===== src/rtl/adder_share_arbiter.sv =====
// Two-client arbiter around a single 5-bit ripple adder: round-robin grant,
// operand capture at grant, registered per-client sum with one-cycle ack pulse.
module adder_share_arbiter #(
  parameter int CNT_W = 8
) (
  input  logic             clk,
  input  logic             rst,
  input  logic             req_a,
  input  logic [4:0]       a_x,
  input  logic [4:0]       a_y,
  output logic             ack_a,
  output logic [5:0]       sum_a,
  input  logic             req_b,
  input  logic [4:0]       b_x,
  input  logic [4:0]       b_y,
  output logic             ack_b,
  output logic [5:0]       sum_b,
  output logic             busy,
  output logic             gnt,
  output logic [CNT_W-1:0] op_count
);

  typedef enum logic [1:0] {IDLE, ADD, DONE} state_t;

  state_t     state;
  logic       ptr;
  logic       win_b;
  logic [4:0] op_x;
  logic [4:0] op_y;
  logic [5:0] add_sum;

  function automatic logic [5:0] ripple_add(input logic [4:0] x, input logic [4:0] y);
    logic       c;
    logic [5:0] s;
    c = 1'b0;
    s = '0;
    for (int i = 0; i < 5; i++) begin
      s[i] = x[i] ^ y[i] ^ c;
      c    = (x[i] & y[i]) | (c & (x[i] ^ y[i]));
    end
    s[5] = c;
    return s;
  endfunction

  function automatic logic [CNT_W-1:0] sat_inc(input logic [CNT_W-1:0] v);
    return (&v) ? v : v + CNT_W'(1);
  endfunction

  // B wins when it is the only requester, or both request and the pointer names B.
  always_comb begin
    win_b   = req_b & (~req_a | ptr);
    add_sum = ripple_add(op_x, op_y);
  end

  // Operand capture at the grant edge; data path carries no reset.
  always_ff @(posedge clk) begin
    if (state == IDLE && (req_a || req_b)) begin
      op_x <= win_b ? b_x : a_x;
      op_y <= win_b ? b_y : a_y;
    end
  end

  always_ff @(posedge clk or posedge rst) begin
    if (rst) begin
      state    <= IDLE;
      ack_a    <= 1'b0;
      ack_b    <= 1'b0;
      sum_a    <= '0;
      sum_b    <= '0;
      busy     <= 1'b0;
      gnt      <= 1'b0;
      op_count <= '0;
      ptr      <= 1'b0;
    end else begin
      case (state)
        IDLE: begin
          if (req_a || req_b) begin
            gnt   <= win_b;
            busy  <= 1'b1;
            state <= ADD;
          end
        end
        ADD: begin
          if (gnt) begin
            sum_b <= add_sum;
            ack_b <= 1'b1;
          end else begin
            sum_a <= add_sum;
            ack_a <= 1'b1;
          end
          state <= DONE;
        end
        DONE: begin
          ack_a    <= 1'b0;
          ack_b    <= 1'b0;
          op_count <= sat_inc(op_count);
          ptr      <= ~gnt;
          busy     <= 1'b0;
          state    <= IDLE;
        end
        default: state <= IDLE;
      endcase
    end
  end

endmodule


===== config.mk =====
export PLATFORM = sky130hd
export DESIGN_NAME = adder_share_arbiter
export DESIGN_NICKNAME = d
export VERILOG_FILES = /design/src/rtl/adder_share_arbiter.sv
export SDC_FILE = /design/constraint.sdc
export NUM_CORES = 1
export LEC_CHECK = 0
export CAP_MARGIN = 20
export CORE_AREA = 10 10 89 68
export CTS_BUF_LIST = sky130_fd_sc_hd__clkbuf_16
export CTS_CLUSTER_SIZE = 12
export DETAILED_ROUTE_END_ITERATION = 8
export DIE_AREA = 0 0 99 78
export PLACE_DENSITY = 0.72
export SLEW_MARGIN = 20
export SYNTH_ARGS = -nofsm -noshare
export SYNTH_HDL_FRONTEND = slang
export SYNTH_SLANG_ARGS = --single-unit

===== constraint.sdc =====
create_clock -name clk -period 2.4 [get_ports clk]
set_input_delay 0.36 -clock clk [delete_from_list [all_inputs] [get_ports clk]]
set_output_delay 0.36 -clock clk [all_outputs]
set_load 0.005 [all_outputs]

### Word-level counts from Yosys, hierarchy flattened

Cells that the tools add are included.

* output and inout bits: 24
* logic and storage cells: 67
* bits of input ports: 24
* register bits: 37

* add/subtract/negate cells: 1
* equal/unequal tests: 5
* bitwise gates (word level): 27
* mux-type cells: 10
* reduce and logical (&&, ||, !) cells: 13

Operators by type and width (number)
* $reduce_and A2 Y1: 7
* $and A1 B1 Y1: 10
* $mux W5: 2
* $xor A1 B1 Y1: 9
* $add A8 B1 Y8 const B: 1
* $reduce_and A8 Y1: 1
* $pmux W1 S2: 3
* $or A1 B1 Y1: 5
* $ne A2 B2 Y1 const B: 2
* $pmux W2 S2: 1
* $reduce_bool A2 Y1: 2
* $mux W1: 3
* $not A1 Y1: 3
* $eq A2 B1 Y1 const B: 1
* $eq A2 B2 Y1 const B: 1
* $logic_not A2 Y1: 1
* $mux W2: 1
* $ne A2 B1 Y1 const B: 1
* $logic_and A1 B1 Y1: 1
* $logic_or A1 B1 Y1: 1

### Logic depth before layout (Yosys ltp)

Gate-level depths: netlist of the first run.

* depth in word-level cells: 9
* gate-level depth with buffers: 9

### Worst setup path before layout of the first run

No wires, ideal clock.

* kind: register -> register
* start point: register op_x[0]
* end point: register sum_b[4]
* library setup time: 0.084 ns
* arrival: 2.125 ns
* required time: 2.316 ns
* clock period less this slack: 2.209 ns
* slack: 0.191 ns
* stages on the path, launching flop included: 10
* cells stage by stage: edfxtp_1 -> ha_1 -> inv_1 -> fa_1 -> inv_1 -> fa_1 -> fa_1 -> inv_1 -> fa_1 -> o21ai_0

* word-level cells in the longest chain between the ends: 8

RTL lines
* start, declared: RTL line 28 `logic [4:0] op_x;`
* start signal, assigned: RTL line 58 `op_x <= win_b ? b_x : a_x;`
* $and A1 B1 Y1 (2 in series): RTL line 39 `c = (x[i] & y[i]) | (c & (x[i] ^ y[i]));`
* $or A1 B1 Y1: RTL line 39
* $and A1 B1 Y1: RTL line 39
* $or A1 B1 Y1: RTL line 39
* $and A1 B1 Y1: RTL line 39
* $or A1 B1 Y1: RTL line 39
* $xor A1 B1 Y1: RTL line 38 `s[i] = x[i] ^ y[i] ^ c;`
* end signal, assigned: RTL line 85 `sum_b <= add_sum;`
* end, declared: RTL line 17 `output logic [5:0] sum_b,`

No other way between the ends.
A chain may end at the register's enable or synchronous reset.

### Worst setup path in the final report of the first run

Same ends and word-level chain as after synthesis.

==> results of run 1 <==
-- registers in the layout, summed over array words and instances (netlist names) --
name      count
ack_a         1
op_x          5
op_count      8
gnt           1
sum_b         6
busy          1
sum_a         6
ptr           1
ack_b         1
state         2
op_y          5
-- power groups by stage --
stage	registers, µW	clock network, µW	logic, µW
5_1_grt	1190	634	1210
3_3_place_gp	1140	0	1050
2_1_floorplan	1100	0	587
3_5_place_dp	1160	0	1090
4_1_cts	1150	607	1100
6_report	1150	594	1090
-- synthesized netlist by cell type --
master,count,share of area
dfrtp_1,27,0.40
nand3b_2,1,0.0067
and3_1,1,0.0037
o32ai_1,1,0.0052
buf_6,2,0.013
o211ai_1,2,0.0089
inv_1,11,0.024
fa_1,4,0.047
edfxtp_1,10,0.18
o21ai_0,5,0.015
and4b_2,1,0.0067
and2b_2,2,0.010
a21o_1,1,0.0044
ha_1,2,0.015
a21o_2,1,0.0052
nor3b_4,1,0.011
buf_2,1,0.0030
nor3_1,3,0.0089
nand2b_1,1,0.0037
o21ai_2,1,0.0052
a21oi_1,4,0.012
nand2_1,9,0.020
nor2_1,6,0.013
o2111a_1,1,0.0067
mux2_2,20,0.13
nand2b_4,1,0.0082
nand4_1,1,0.0037
and4_1,1,0.0052
nand3_1,2,0.0059
xnor2_1,3,0.016
-- stage by stage --
step	hold WS, ps	setup WS [ps]
floorplan	413	191
global placement	466	138
detailed placement	470	58.1
CTS	458	51.8
global route	495	26.2
finish	450	166
-- critical path: cells and delay by family (launching register included) --
kind,cells,cell delay [ps]
AOI/OAI and AO/OA,1,130
adders and majority gates,5,1480
buffers and inverters,3,170
DFF,1,360
-- cell type report --
type | instances | area (µm²)
Fill cell | 386 | 2120
Sequential cell | 37 | 976
Multi-Input combinational cell | 75 | 652
Timing Repair Buffer | 50 | 493
Clock buffer | 5 | 125
Tap cell | 57 | 71.3
Inverter | 11 | 41.3
Clock inverter | 3 | 11.3
-- cell families after synthesis --
kind of cell               synth area share
AOI/OAI and AO/OA                    0.0623
xor gates and xnor gates             0.0156
adders and majority gates            0.0623
buffers and inverters                0.0408
DFF                                   0.578
muxes                                 0.133
and+or+nand+nor                       0.107
-- metal layers --
| metal | vias up | wire (µm) |
|---|---|---|
| li1 | 547 | - |
| met1 | 547 | 1560 |
| met2 | 33 | 1610 |
| met3 | 6 | 316 |
| met4 | 0 | 54 |
| met5 | - | 0 |
-- final timing paths --
path | from | endpoint | slack [ps] | depth (start not counted)
max reg2reg | op_x[0] | sum_b[4] | 170 | 9
max | op_x[0] | sum_b[4] | 170 | 9
min | rst | ack_b | 450 | 3
max in group asynchronous | rst | op_count[1] | 1690 | 3
min reg2reg | sum_b[4] | sum_b[4] | 480 | 2
min in group clk | sum_b[4] | sum_b[4] | 480 | 2
==> results.json, run 1 <==
{
  "dp_hpwl_mm": 2.79,
  "place_area_um2": 2220,
  "p_leak_uw": 0.000989,
  "worstPathMaxFanout": 2,
  "cts_inserted_buffers": 5,
  "irDropWorstVdd_uv": 445,
  "worstPathCellList": "ha_1 -> inv_1 -> fa_1 -> inv_1 -> fa_2 -> fa_2 -> inv_2 -> fa_1 -> o21ai_1",
  "ios": 48,
  "cts_max_level": 2,
  "power_frac_seq": 0.406,
  "syn_nets": 156,
  "antenna_found_initial": 0,
  "track_usage": 0.0953,
  "wl_per_cell_um": 14.9,
  "min_period_ps": 2230,
  "clkLatencyLatePin_ps": 280,
  "fin_crit_sh": 0.931,
  "hp-class": "primary input to async pin",
  "powerDensity_nw_per_um2": 1200,
  "fin_util": 0.527,
  "crit_slowest_cell": "fa_1",
  "diodes": 0,
  "wl_mm": 3.54,
  "ant_nets": 0,
  "tightest_slew_ps": 457,
  "start_kind": "register",
  "finClkSkew_ps": 2.18,
  "synth_seq_cells": 37,
  "power.net_switching_uw": 867,
  "coreArea_um2": 4490,
  "io_buffers": 47,
  "grtUsageMet3": 0.0558,
  "drc_errors": 0,
  "yosysWarningCount": 0,
  "start_util": 0.376,
  "firstDrtPassIters": 3,
  "slew_viol_final": 0,
  "p_int_uw": 1970,
  "ctsHoldBuffers": 0,
  "cts_resized": 0,
  "drive_gt1_frac": 0.221,
  "cap_viol_max_count": 0,
  "finalPower_uw": 2840,
  "die_area_um2": 7720,
  "power_frac_clock": 0.209,
  "slew_headroom": 0.695,
  "root_buffer": "clkbuf_16",
  "gr-total-overflow": 0,
  "critPathArrivalTime_ps": 2440,
  "finalHoldViolCount": 0,
  "cts_setup_buffers": 0,
  "fin_cells": 238,
  "switching_share": 0.305,
  "tritoncts": "done",
  "rows": 21,
  "drt_iter0_drc": 22,
  "nets": 210,
  "layout_common_cells": "clkdlybuf4s50_1, dfrtp_1, mux2_2",
  "grt_max_degree": 28,
  "max_stage_delay_ps": 450,
  "grtUsageMet2": 0.143,
  "fp.dieW_um": 99,
  "gp_congestion": 0.739,
  "dp.cells": 230,
  "layout_commonest_cell": "clkdlybuf4s50_1",
  "clock_path_buffers": 2,
  "clk_pin_slew_ps": 50,
  "grt-busiest-layer": "met2",
  "fin_area_um2": 2370,
  "fmax_ghz": 0.448,
  "run_status": "completed",
  "synth_area_per_cell_um2": 13.4,
  "end_kind": "register",
  "yosysSeqAreaShare": 0.578,
  "path_class": "register to register",
  "die_h_um": 78,
  "globalRouteMet1Util": 0.111,
  "rsz0062_at_grt": "false",
  "grt_pass1_vias": 1224,
  "syn_area_um2": 1690,
  "cp.required_ps": 2600,
  "via_per_inst": 4.76,
  "grt_pass1_wl_mm": 5.91,
  "cts.sinks": 37,
  "setup_tns_ps": 0,
  "syn_to_final_growth_pct": 40.4,
  "power_frac_comb": 0.385,
  "ys_types": 30,
  "syn_inst": 126,
  "vias": 1133,
  "setup_viol_count_final": 0
}
No activity file was read; power rests on OpenSTA's default activity.
==> inputs of run 2 (changes only) <==
SLEW_MARGIN = not set   (was 20)
==> results of run 2 <==
The final DEF is identical to that of run 1; final timing and power are the same.
==> inputs of run 3 (changes only) <==
HOLD_SLACK_MARGIN = 0.06   (was not set)
clock period = 1.9 ns   (was 2.4 ns; I/O delays follow)
==> run 3 against run 2 <==
  * The flow now finishes with violations (negative setup slack)
  * Hold slack got worse by 74 ps
  * Utilization rose by 1.3 points
  * First-iteration DRC count rose by 140%
  * Non-clock buffer count rose by 1
  * Clock-buffer cell count did not move
  * Combinational power rose by 36%
  * Critical path depth did not move
  * Maximum frequency rose by 0.26%
  * Global-route usage rose by 0.52 points
  * Clock skew rose by 1.4 ps
  * Sequential power rose by 26%
  * Setup slack got worse by 490 ps
  * Critical endpoint unchanged
  * Largest power group is now combinational logic
  * Highest routed layer unchanged
==> results.json, run 3 (synthesis gave the netlist of run 1 again) <==
{
  "run_status": "finished, violations left",
  "violations": "negative setup slack",
  "fp.dieW_um": 99,
  "ios": 48,
  "top_regs": "op_count (8), sum_a (6), sum_b (6)",
  "cts.sinks": 37,
  "vias": 1130,
  "tritoncts": "done",
  "worstPathMaxFanout": 2,
  "finalHoldViolCount": 0,
  "path_class": "register to register",
  "hold_ws_ps": 376,
  "firstDrtPassIters": 4,
  "cap_viol_max_count": 0,
  "largest_register_ffs": 8,
  "gr-total-overflow": 0,
  "worstReg2RegStart": "op_x[0]",
  "rows": 21,
  "top_register": "op_count",
  "crit_top_cell": "fa_2",
  "cp-startpoint": "op_x[0]",
  "worstPathCellList": "ha_2 -> inv_2 -> fa_2 -> inv_2 -> fa_2 -> fa_2 -> inv_2 -> fa_2 -> o21ai_1",
  "p_leak_uw": 0.00100,
  "drive_gt1_frac": 0.269,
  "clk_pin_slew_ps": 60,
  "fill_cells": 374,
  "grt_max_degree": 28,
  "via_per_inst": 4.73,
  "wl_per_cell_um": 15.8,
  "cts_setup_buffers": 0,
  "clock_path_buffers": 2,
  "ctsHoldBuffers": 0,
  "cts_max_level": 2,
  "drt_iter0_drc": 53,
  "gp_congestion": 0.745,
  "wl_mm": 3.77,
  "regArea_um2": 976,
  "worstSetupEndpoint": "sum_b[4]",
  "place_area_um2": 2240,
  "finClkSkew_ps": 3.56,
  "cp.required_ps": 2100,
  "tightest_slew_ps": 348,
  "syn_to_final_growth_pct": 43.7,
  "slew_viol_final": 0,
  "finalPower_uw": 3850,
  "dp.cells": 231,
  "die_area_um2": 7720,
  "setup_viol_count_final": 6,
  "max_stage_delay_ps": 440,
  "fin_area_um2": 2430,
  "drc_errors": 0,
  "min_period_ps": 2230,
  "fmax_ghz": 0.449,
  "clkLatencyLatePin_ps": 280,
  "place_ws_ps": -326,
  "start_kind": "register",
  "slew_headroom": 0.768,
  "fin_crit_sh": 1.17,
  "end_kind": "register",
  "multi_input_area_um2": 671,
  "io_buffers": 47,
  "cts_inserted_buffers": 5,
  "irDropWorstVdd_uv": 525,
  "rsz0062_at_grt": "true",
  "grt_pass1_wl_mm": 6.22,
  "start_util": 0.376,
  "grt_pass1_vias": 1215,
  "layout_commonest_cell": "clkdlybuf4s50_1",
  "worst_r2r_endpoint": "sum_b[4]",
  "reg2reg_slack_ps": -330,
  "coreArea_um2": 4490,
  "r2r_cells": 9,
  "ant_nets": 0,
  "layout_common_cells": "clkdlybuf4s50_1, dfrtp_1, mux2_2",
  "dp_hpwl_mm": 2.83,
  "critPathArrivalTime_ps": 2430,
  "crit_slowest_cell": "fa_2",
  "hp-class": "primary input to async pin",
  "die_h_um": 78,
  "fin_cells": 239,
  "track_usage": 0.100,
  "root_buffer": "clkbuf_16",
  "nets": 211,
  "antenna_found_initial": 0,
  "powerDensity_nw_per_um2": 1590,
  "diodes": 0,
  "setup_ws_ps": -328
}
run 3: cell types whose count changed in the layout (fill, tap and decap cells not counted), sizes merged:
| cell | change |
|---|---|
| bufinv | +1 |
| buf | +1 |
| clkinvlp | +1 |
| inv | -3 |
| clkinv | +1 |
run 3: worst min path at each step:
stage          start        to  slack [ps]  depth (start not counted)
6_report         rst     ack_a         380                          3
5_1_grt          rst  sum_b[0]         410                          3
4_1_cts          rst  sum_b[0]         380                          3
3_5_place_dp   ack_b     ack_b         470                          2
3_3_place_gp     ptr       ptr         460                          2
2_1_floorplan    rst     ack_a         340                          1
run 3: repair_timing:
item	in CTS	in global routing
endpoints found under the setup margin	6	6
endpoints found under the hold margin	0	0
pin swaps	3	2
resized for setup	0	7
run 3: through the flow:
stage / util / setup TNS [ps]
floorplan: - / -423
global placement: 0.499 / -764
detailed placement: 0.499 / -1140
CTS: 0.536 / -1100
global route: 0.540 / -1400
finish: 0.540 / -997
run 3: worst max-delay path: cells and delay by family (launching register included):
family	cells	cell delay, ps
fa+ha+maj	5	1490
flops	1	370
buf+inv	3	150
compound gates	1	130
run 3: layer usage:
layer,track usage,vias to the layer above,share of wire
li1,-,549,-
met1,0.111,549,0.40
met2,0.164,26,0.53
met3,0.0381,6,0.057
met4,0.0557,0,0.018
met5,0,-,0
run 3: area by class of cell:
class,count,area share
timing repair buffer,51,0.206
sequential,37,0.402
clock inverter,3,0.0170
multi-input combinational,75,0.276
clock buffer,5,0.0516
inverter,11,0.0170
tap,57,0.0294
run 3: power breakdown:
group          switching, µW  total [µW]  internal, µW
Clock                    302         915           613
Combinational            579        1480           902
Sequential               274        1450          1180
Total                   1160        3850          2690
